===== src/rtl/piece_board_commit_if.sv =====
// Cell-stream and board-RAM bus for piece_board_commit.
// Also holds the piece codes shared by the commit block and its environment.
// master: piece generator + board storage side. slave: the commit block.

`ifndef PIECE_CODES_SVH
`define PIECE_CODES_SVH
`define NULL_PIECE 3'd0
`define Q_PIECE    3'd1
`define S_PIECE    3'd2
`define Z_PIECE    3'd3
`define T_PIECE    3'd4
`define L_PIECE    3'd5
`define J_PIECE    3'd6
`define I_PIECE    3'd7
`endif

interface piece_board_commit_if;
  // incoming cell stream
  logic       cell_valid;
  logic [4:0] cell_i;
  logic [4:0] cell_j;
  logic [2:0] piece_type;
  // board read port (rd_data valid one cycle after rd_en)
  logic       rd_en;
  logic [4:0] rd_i;
  logic [4:0] rd_j;
  logic [2:0] rd_data;
  // board write port
  logic       wr_en;
  logic [4:0] wr_i;
  logic [4:0] wr_j;
  logic [2:0] wr_data;

  modport master (
    output cell_valid, cell_i, cell_j, piece_type, rd_data,
    input  rd_en, rd_i, rd_j, wr_en, wr_i, wr_j, wr_data
  );

  modport slave (
    input  cell_valid, cell_i, cell_j, piece_type, rd_data,
    output rd_en, rd_i, rd_j, wr_en, wr_i, wr_j, wr_data
  );
endinterface


===== src/rtl/piece_board_commit.sv =====
// piece_board_commit: collects the four cells of a freshly spawned piece,
// checks each against the board (bounds and occupancy) and either writes the
// piece into the board RAM or reports a spawn collision.
// Optional build macro PIECE_COMMIT_CNT_EN adds a saturating 16-bit count of
// successfully committed pieces on output commit_cnt.
//
// state   | meaning
// --------+---------------------------------------------------------------
// IDLE    | waiting for the first cell of a piece
// COLLECT | buffering cells 1..3 (gaps in cell_valid allowed)
// CHECK   | steps 0..3 read the board per cell, step 4 takes last response
// COMMIT  | steps 0..3 write the latched piece type at each cell
// FIN     | one-cycle done pulse, collision result published

module piece_board_commit #(
  parameter int ROWS  = 20,
  parameter int COLS  = 10,
  parameter int CELLS = 4
) (
  input  logic                  clk,
  input  logic                  reset,
  input  logic                  enable,
  piece_board_commit_if.slave   bus,
  output logic                  busy,
  output logic                  done,
  output logic                  collision
`ifdef PIECE_COMMIT_CNT_EN
  ,
  output logic [15:0]           commit_cnt
`endif
);

  localparam logic [2:0] LAST    = 3'(CELLS - 1);
  localparam logic [2:0] SAT     = 3'(CELLS);
  localparam logic [4:0] ROW_LIM = 5'(ROWS);
  localparam logic [4:0] COL_LIM = 5'(COLS);

  typedef enum logic [2:0] {
    IDLE    = 3'd0,
    COLLECT = 3'd1,
    CHECK   = 3'd2,
    COMMIT  = 3'd3,
    FIN     = 3'd4
  } state_t;

  state_t     state;
  state_t     state_nxt;

  logic [2:0] idx;
  logic [2:0] step;
  logic [4:0] cell_buf_i [CELLS];
  logic [4:0] cell_buf_j [CELLS];
  logic [2:0] type_q;
  logic       hit;
  logic       rd_pend;
  logic       collision_q;

  logic [4:0] cur_i;
  logic [4:0] cur_j;
  logic       cur_oob;
  logic       step_live;
  logic       rd_hit;

  // Cell addressed by the current CHECK/COMMIT step; step 4 only collects
  // the last read response so its (wrapped) buffer entry is never used.
  assign cur_i     = cell_buf_i[step[1:0]];
  assign cur_j     = cell_buf_j[step[1:0]];
  assign cur_oob   = (cur_i >= ROW_LIM) || (cur_j >= COL_LIM);
  assign step_live = (step <= LAST);
  assign rd_hit    = rd_pend && (bus.rd_data != `NULL_PIECE);

  // State register
  always_ff @(posedge clk or negedge reset) begin
    if (!reset) begin
      state <= IDLE;
    end else begin
      state <= state_nxt;
    end
  end

  // Next-state and board strobes; dropping enable silences every strobe at once
  always_comb begin
    state_nxt    = state;
    bus.rd_en    = 1'b0;
    bus.rd_i     = 5'd0;
    bus.rd_j     = 5'd0;
    bus.wr_en    = 1'b0;
    bus.wr_i     = 5'd0;
    bus.wr_j     = 5'd0;
    bus.wr_data  = `NULL_PIECE;
    done         = 1'b0;
    busy         = (state != IDLE);
    collision    = collision_q;

    if (!enable) begin
      state_nxt = IDLE;
    end else begin
      case (state)
        IDLE: begin
          if (bus.cell_valid) begin
            state_nxt = COLLECT;
          end
        end
        COLLECT: begin
          if (bus.cell_valid && (idx == LAST)) begin
            state_nxt = CHECK;
          end
        end
        CHECK: begin
          // Out-of-range cells never reach the RAM; they are flagged directly.
          if (step_live && !cur_oob) begin
            bus.rd_en = 1'b1;
            bus.rd_i  = cur_i;
            bus.rd_j  = cur_j;
          end
          if (step == SAT) begin
            state_nxt = (hit || rd_hit) ? FIN : COMMIT;
          end
        end
        COMMIT: begin
          bus.wr_en   = 1'b1;
          bus.wr_i    = cur_i;
          bus.wr_j    = cur_j;
          bus.wr_data = type_q;
          if (step == LAST) begin
            state_nxt = FIN;
          end
        end
        FIN: begin
          // Result is visible in the same cycle as done, then held by collision_q.
          done      = 1'b1;
          collision = hit;
          state_nxt = IDLE;
        end
        default: begin
          state_nxt = IDLE;
        end
      endcase
    end
  end

  // Cell buffer, step counter, hit accumulation and held collision result
  always_ff @(posedge clk or negedge reset) begin
    if (!reset) begin
      idx         <= 3'd0;
      step        <= 3'd0;
      type_q      <= `NULL_PIECE;
      hit         <= 1'b0;
      rd_pend     <= 1'b0;
      collision_q <= 1'b0;
      for (int k = 0; k < CELLS; k++) begin
        cell_buf_i[k] <= 5'd0;
        cell_buf_j[k] <= 5'd0;
      end
    end else begin
      rd_pend <= bus.rd_en;

      if (state != state_nxt) begin
        step <= 3'd0;
      end else if (step != SAT) begin
        step <= step + 3'd1;
      end

      if (enable) begin
        case (state)
          IDLE: begin
            if (bus.cell_valid) begin
              cell_buf_i[0] <= bus.cell_i;
              cell_buf_j[0] <= bus.cell_j;
              type_q        <= bus.piece_type;
              collision_q   <= 1'b0;
              hit           <= 1'b0;
              idx           <= 3'd1;
            end
          end
          COLLECT: begin
            if (bus.cell_valid && (idx <= LAST)) begin
              cell_buf_i[idx[1:0]] <= bus.cell_i;
              cell_buf_j[idx[1:0]] <= bus.cell_j;
              idx                  <= idx + 3'd1;
            end
          end
          CHECK: begin
            if ((step_live && cur_oob) || rd_hit) begin
              hit <= 1'b1;
            end
          end
          FIN: begin
            collision_q <= hit;
          end
          default: begin
          end
        endcase
      end
    end
  end

`ifdef PIECE_COMMIT_CNT_EN
  // Count pieces that finished without a collision, saturating at all-ones
  always_ff @(posedge clk or negedge reset) begin
    if (!reset) begin
      commit_cnt <= 16'd0;
    end else if (enable && (state == FIN) && !hit && (commit_cnt != 16'hFFFF)) begin
      commit_cnt <= commit_cnt + 16'd1;
    end
  end
`endif

endmodule


===== src/flat_wrapper.sv =====
// flat-port wrapper written by rule: the top's interface ports become plain ports
module piece_board_commit_flat 
#(
  parameter int ROWS  = 20,
  parameter int COLS  = 10,
  parameter int CELLS = 4
)
  (clk, reset, enable, busy, done, collision, bus_cell_valid, bus_cell_i, bus_cell_j, bus_piece_type, bus_rd_data, bus_rd_en, bus_rd_i, bus_rd_j, bus_wr_en, bus_wr_i, bus_wr_j, bus_wr_data);
  piece_board_commit_if bus_i ();
  input  logic clk;
  input  logic reset;
  input  logic enable;
  output logic busy;
  output logic done;
  output logic collision;
  input wire logic [$bits(bus_i.cell_valid)-1:0] bus_cell_valid;
  input wire logic [$bits(bus_i.cell_i)-1:0] bus_cell_i;
  input wire logic [$bits(bus_i.cell_j)-1:0] bus_cell_j;
  input wire logic [$bits(bus_i.piece_type)-1:0] bus_piece_type;
  input wire logic [$bits(bus_i.rd_data)-1:0] bus_rd_data;
  output wire logic [$bits(bus_i.rd_en)-1:0] bus_rd_en;
  output wire logic [$bits(bus_i.rd_i)-1:0] bus_rd_i;
  output wire logic [$bits(bus_i.rd_j)-1:0] bus_rd_j;
  output wire logic [$bits(bus_i.wr_en)-1:0] bus_wr_en;
  output wire logic [$bits(bus_i.wr_i)-1:0] bus_wr_i;
  output wire logic [$bits(bus_i.wr_j)-1:0] bus_wr_j;
  output wire logic [$bits(bus_i.wr_data)-1:0] bus_wr_data;
  assign bus_i.cell_valid = bus_cell_valid;
  assign bus_i.cell_i = bus_cell_i;
  assign bus_i.cell_j = bus_cell_j;
  assign bus_i.piece_type = bus_piece_type;
  assign bus_i.rd_data = bus_rd_data;
  assign bus_rd_en = bus_i.rd_en;
  assign bus_rd_i = bus_i.rd_i;
  assign bus_rd_j = bus_i.rd_j;
  assign bus_wr_en = bus_i.wr_en;
  assign bus_wr_i = bus_i.wr_i;
  assign bus_wr_j = bus_i.wr_j;
  assign bus_wr_data = bus_i.wr_data;
  piece_board_commit #(.ROWS(ROWS), .COLS(COLS), .CELLS(CELLS)) u_core (.clk(clk), .reset(reset), .enable(enable), .bus(bus_i), .busy(busy), .done(done), .collision(collision));
endmodule

===== config.mk =====
export PLATFORM = sky130hd
export DESIGN_NAME = piece_board_commit_flat
export DESIGN_NICKNAME = d
export VERILOG_FILES = /design/src/rtl/piece_board_commit_if.sv /design/src/rtl/piece_board_commit.sv /design/src/flat_wrapper.sv
export SDC_FILE = /design/constraint.sdc
export NUM_CORES = 1
export LEC_CHECK = 0
export BUFFER_PORTS_ARGS = -buffer_cell sky130_fd_sc_hd__buf_2
export CORE_UTILIZATION = 35
export DETAILED_ROUTE_END_ITERATION = 10
export PLACE_DENSITY = 0.59
export SLEW_MARGIN = 10
export SYNTH_ARGS = -nofsm -noshare
export SYNTH_HDL_FRONTEND = slang
export SYNTH_SLANG_ARGS = --single-unit

===== constraint.sdc =====
create_clock -name clk -period 2.23 [get_ports clk]
set_input_delay 0.446 -clock clk [delete_from_list [all_inputs] [get_ports clk]]
set_output_delay 0.446 -clock clk [all_outputs]
set_load 0.05 [all_outputs]

After elaboration in Yosys (flattened, before gate mapping). Cells that the tools add are included.

Bits in registers: 55. Input bits: 20.

Add/sub/neg operators: 2. Magnitude comparators: 7. Equal/unequal tests: 12. Mux-type cells: 53. Bitwise logic cells: 2. Reductions and logical operators: 22.

Operators by type and width (number): $mux 5 (17); $bwmux 20 (2); $mux 20 (2); $mux 3 (12); $bmux 5 s2 (2); $pmux 5 s2 (2); $eq 3x2->1 const B (4); $pmux 3 s4 (1); $mux 1 (11); $demux 5 s2 (1); $reduce_and 3->1 (3); $reduce_and 4->1 (2); $reduce_bool 2->1 (4); $add 3x1->3 const B (2); $eq 3x3->1 const B (2); $ge 3x3->1 const B (2); $le 3x2->1 const B (2); $logic_and 1x1->1 (6); $not 2->3 (2); $pmux 3 s2 (1); $reduce_bool 3->1 (2); $ge 5x4->1 const B (1); $ge 5x5->1 const B (1); $ne 2x1->1 const B (2); 9 further kinds (12).

Logic depth before layout (Yosys ltp).
Depth after elaboration: 11. Gate-level depth with buffers: 8.

Least setup slack after synthesis. OpenSTA, ideal clock, no wires.

Path kind: register to output. Start: reg u_core.step[0]. End: out bus_rd_i[0]. Arrival time: 2198 ps. Path slack: -414 ps. Cell stages (with the launch flop): 7. Path buffers: 1. Cells stage by stage: dfrtp_1 buf_6 mux4_2 o21ai_2 nand3_2 nor2_4 and2_1.

Word-level cells in the longest chain between the ends: 11. Elaborated cells between the ends (all ways): 16. Classes of those cells: order compare: 3; mux: 9; bitwise: 1; reduce/logical: 3.

RTL lines: start, declared (line piece_board_commit.sv:50) `logic [2:0] step;`; start signal, assigned (line piece_board_commit.sv:161) `step <= step + 3'd1;`; $not 2->3 (implied by the code) (line piece_board_commit.sv:66, piece_board_commit.sv:67); $bmux 5 s2, on equally long branches (line piece_board_commit.sv:66, piece_board_commit.sv:67); $mux 5, on equally long branches (2 in series) (line piece_board_commit.sv:66, piece_board_commit.sv:67); $ge 5x5->1 or $ge 5x4->1 (tied branches) (line piece_board_commit.sv:68) `assign cur_oob = (cur_i >= ROW_LIM) || (cur_j >= COL_LIM);`; $logic_or 1x1->1 (line piece_board_commit.sv:68); $logic_not 1->1 (line piece_board_commit.sv:111) `if (step_live && !cur_oob) begin`; $logic_and 1x1->1 (line piece_board_commit.sv:111); $mux 5 (*) (line piece_board_commit.sv:111); $mux 5 (*) (line piece_board_commit.sv:98) `case (state)`; $mux 5 (*) (line piece_board_commit.sv:95) `if (!enable) begin`; end, declared (line flat_wrapper.sv:22) `output wire logic [$bits(bus_i.rd_i)-1:0] bus_rd_i;`.

Mark *: on every way between the ends. The rest lies on a longest branch, timed or not. The select of a mux whose other input is x is not followed.

Worst setup path after layout.
Start: reg u_core.step[0]. End: out bus_rd_j[1].

Word-level cells in the longest chain between the ends: 11. Elaborated cells between the ends (all ways): 16. Classes of those cells: order compare: 3; mux: 9; bitwise: 1; reduce/logical: 3.

RTL lines: $not 2->3 (implied by the code) (line piece_board_commit.sv:66, piece_board_commit.sv:67); $bmux 5 s2, on equally long branches (line piece_board_commit.sv:66, piece_board_commit.sv:67); $mux 5, on equally long branches (2 in series) (line piece_board_commit.sv:66, piece_board_commit.sv:67); $ge 5x5->1 or $ge 5x4->1 (tied branches) (line piece_board_commit.sv:68); $logic_or 1x1->1 (line piece_board_commit.sv:68); $logic_not 1->1 (line piece_board_commit.sv:111); $logic_and 1x1->1 (line piece_board_commit.sv:111); $mux 5 (*) (line piece_board_commit.sv:111); $mux 5 (*) (line piece_board_commit.sv:98); $mux 5 (*) (line piece_board_commit.sv:95); end, declared (line flat_wrapper.sv:23) `output wire logic [$bits(bus_i.rd_j)-1:0] bus_rd_j;`.

Marks and branches as above.

==> results.toml <==
[power_and_ir_drop]
clkPwrFrac_pct = 14.8
total_power_mw = 3.79
peakVddDrop_v = 0.000451
internal_power_mw = 2.52
sw_frac_of_total_pct = 33.6
comb_power_share_pct = 44.4
leakagePower_nw = 1.95
switching_power_mw = 1.27
p_per_area_mw_per_mm2 = 936
power.share.sequential_pct = 40.8

[floorplanning]
die_y_um = 93.9
rows = 33
floorplan.initialDensity_pct = 36.2
ios = 48
core_area_mm2 = 0.00818
dieArea_mm2 = 0.00882
dieWidth_um = 93.9

[cts]
clock_tree.root_cell = "clkbuf_8"
worstSkewPairLatency_ns = 0.31
holdBufCountCts = 0
cts_tree = "yes"
cts_buffer_depth = 2
cts_made_buffers = 5
htree_levels = 2
clkSinkCount = 55
path_clk_slew_ns = 0.10

[detailed_routing]
antenna_left = 0
first_pass_iters = 4
wirelength_mm = 7.53
viasPerCell = 5.29
via_count = 2356
drtIter0Drc = 84
drcViolationCount = 0
wl_per_cell_um = 16.9

[critical_path]
crit_type = "reg2out"
reg2reg_depth = 9
startpoint = "u_core.step[0]$_DFFE_PN0P_"
end_kind = "output pin"
critical_path.max_fanout = 7
r2r_start = "u_core.step[0]$_DFFE_PN0P_"
arrival_ns = 2.30
start_kind = "flip-flop"
worstPathRequired_ns = 1.78

[grt]
grt_max_degree = 26
grt.total_usage_pct = 17.8
grt_pass1_vias = 2361
overflow = 0
grt_antenna_before_repair = 0
grt_first_pass_wirelength_mm = 11.8

[timing]
setup_viol = 20
slew_viol_final = 0
maxSlewHeadroom_pct = 63.9
finalHoldViolCount = 0
timing.final.ws_setup_ns = -0.514
tightest_slew_ns = 0.541
max_freq_mhz = 364
rsz0062_at_grt = "yes"
post-route-period-util_pct = 123
clock_skew_ns = 0.00906
fin_crit_ns = 2.74
timing.hold.ws_ns = 0.0990

[cells_and_area]
areaGrowthSynthToFinish_pct = 37.1
drive_gt1_share_pct = 54.1
diodes = 0
stdcell_count = 445
nNetsFinal = 368

[flow_run]
cap_viol_max_count = 0

[yosys]
synth_area_mm2 = 0.00296
syn_area_per_cell_um2 = 11.8
synth_top_area_share_pct = 46.6
synth_edf_count = 0
synth_ff_type = "dfrtp_1"
synth_commonest_cells = "dfrtp_1 (55), mux2_2 (33), inv_1 (20)"
synth.distinct_cells = 51
ys_top_cells_by_area = "dfrtp_1 (47%), mux2_2 (13%), mux4_1 (6.2%), ha_1 (3.4%), and3_1 (2.5%)"
synth_nets = 279
synth_top_area_cell = "dfrtp_1"
async_flop_share_pct = 100
synthMostInstantiatedCell = "dfrtp_1"
yosysSeqAreaShare_pct = 46.6
yosysWarnings = 0
synthesis.instances = 251
synth.ff_latch_count = 55

[status]
violations = "negative setup slack"
status = "finished, violations left"

[place]
portBuffers = 46
dp_cells = 423
gp_congestion = 0.812
post-dp-hpwl_mm = 4.96

[worst_hold_path]
min_path_type = "in2async"
## cell families after synthesis
kind of cell,count (synthesis),synth area share [%]
other cells,1,0.127
compound gates,38,8.55
simple gates,70,13.5
xor+xnor,2,0.593
fa+ha+maj,8,3.39
mux,47,22.6
flops,55,46.6
buf+inv,30,4.65
## final cells by class
cell class,instances,area (µm²)
inverters,20,75.1
multi-input cells,166,1530
clock inverters,2,16.3
clock buffers,5,68.8
well taps,105,131
flip-flops and latches,55,1380
repair buffers,92,850
fillers,742,4120
## state kept, by name, indices dropped and copies added, names as in the netlist
signal and count:
u_core.cell_buf_i 20, u_core.cell_buf_j 20, u_core.collision_q 1, u_core.hit 1, u_core.idx 3, u_core.rd_pend 1, u_core.state 3, u_core.step 3
u_core.type_q 3
## power groups by stage
stage                     clock network, mW  logic (mW)  registers, mW
final                                 0.560        1.68           1.55
after detailed placement                  0        1.39           1.54
after CTS                             0.585        1.53           1.53
after global routing                  0.621        1.83           1.58
after global placement                    0        1.36           1.55
after floorplan                           0       0.906           1.46
## worst paths after layout
kind	endpoint	slack (ns)
setup / recovery	bus_rd_j[1]	-0.51
hold reg to reg	u_core.collision_q$_DFFE_PN0P_	0.50
max in group asynchronous	u_core.step[0]$_DFFE_PN0P_	1.45
hold / removal	u_core.cell_buf_j[9]$_DFFE_PN0P_	0.1
setup reg to reg	u_core.step[0]$_DFFE_PN0P_	0.09
min in group clk	u_core.type_q[0]$_DFFE_PN0P_	0.36
## per-stage QoR
stage / setup TNS [ns] / instance area [µm²] / worst slack, ns / utilization [%]
final: -6.43 / 4050 / -0.514 / 49.6
after floorplan: -2.68 / 2970 / -0.298 / -
after detailed placement: -3.72 / 3530 / -0.395 / 43.1
after global placement: -2.79 / 3530 / -0.291 / 43.1
after CTS: -6.44 / 3830 / -0.508 / 46.9
after global routing: -8.20 / 4050 / -0.610 / 49.6
## metal layers
metal | track usage (%) | routed length (µm) | part of all wire [%]
met2 | 30.3 | 3760 | 50
met3 | 3.07 | 310 | 4.1
met4 | 5.64 | 75 | 1.0
met1 | 22.9 | 3380 | 45
met5 | 0 | 0 | 0
## what timing repair did
| item | in CTS | in global routing |
|---|---|---|
| endpoints found under the setup margin | 23 | 28 |
| pin swaps | 3 | 9 |
| cloned | 0 | 2 |
| resized for setup | 58 | 46 |
| buffers inserted | 8 | 6 |
## worst max-delay path, stage by stage, from the launching register on
cell and delay [ns]:
dfrtp_2 0.46, buf_12 0.15, mux4_2 0.52, o21ai_2 0.17, nand3_2 0.12, nor2_4 0.14
buf_4 0.13, and2_2 0.15, buf_8 0.14
## placed cells by master (no fill, tap or decap), types with 4 or more instances in the layout
cell type,Yosys,routed
dfrtp_1,55,52
mux2_2,33,33
buf_4,1,32
buf_2,3,25
inv_1,20,19
buf_6,1,17
o21ai_0,15,15
buf_8,0,12
nand3_1,10,10
nand2_1,9,9
mux4_2,3,9
ha_1,8,8
nor2_1,10,7
and3_4,0,7
and2_4,0,7
and3_1,12,5
clkbuf_8,1,5
buf_12,0,4
No activity file was read; power rests on OpenSTA's default activity.
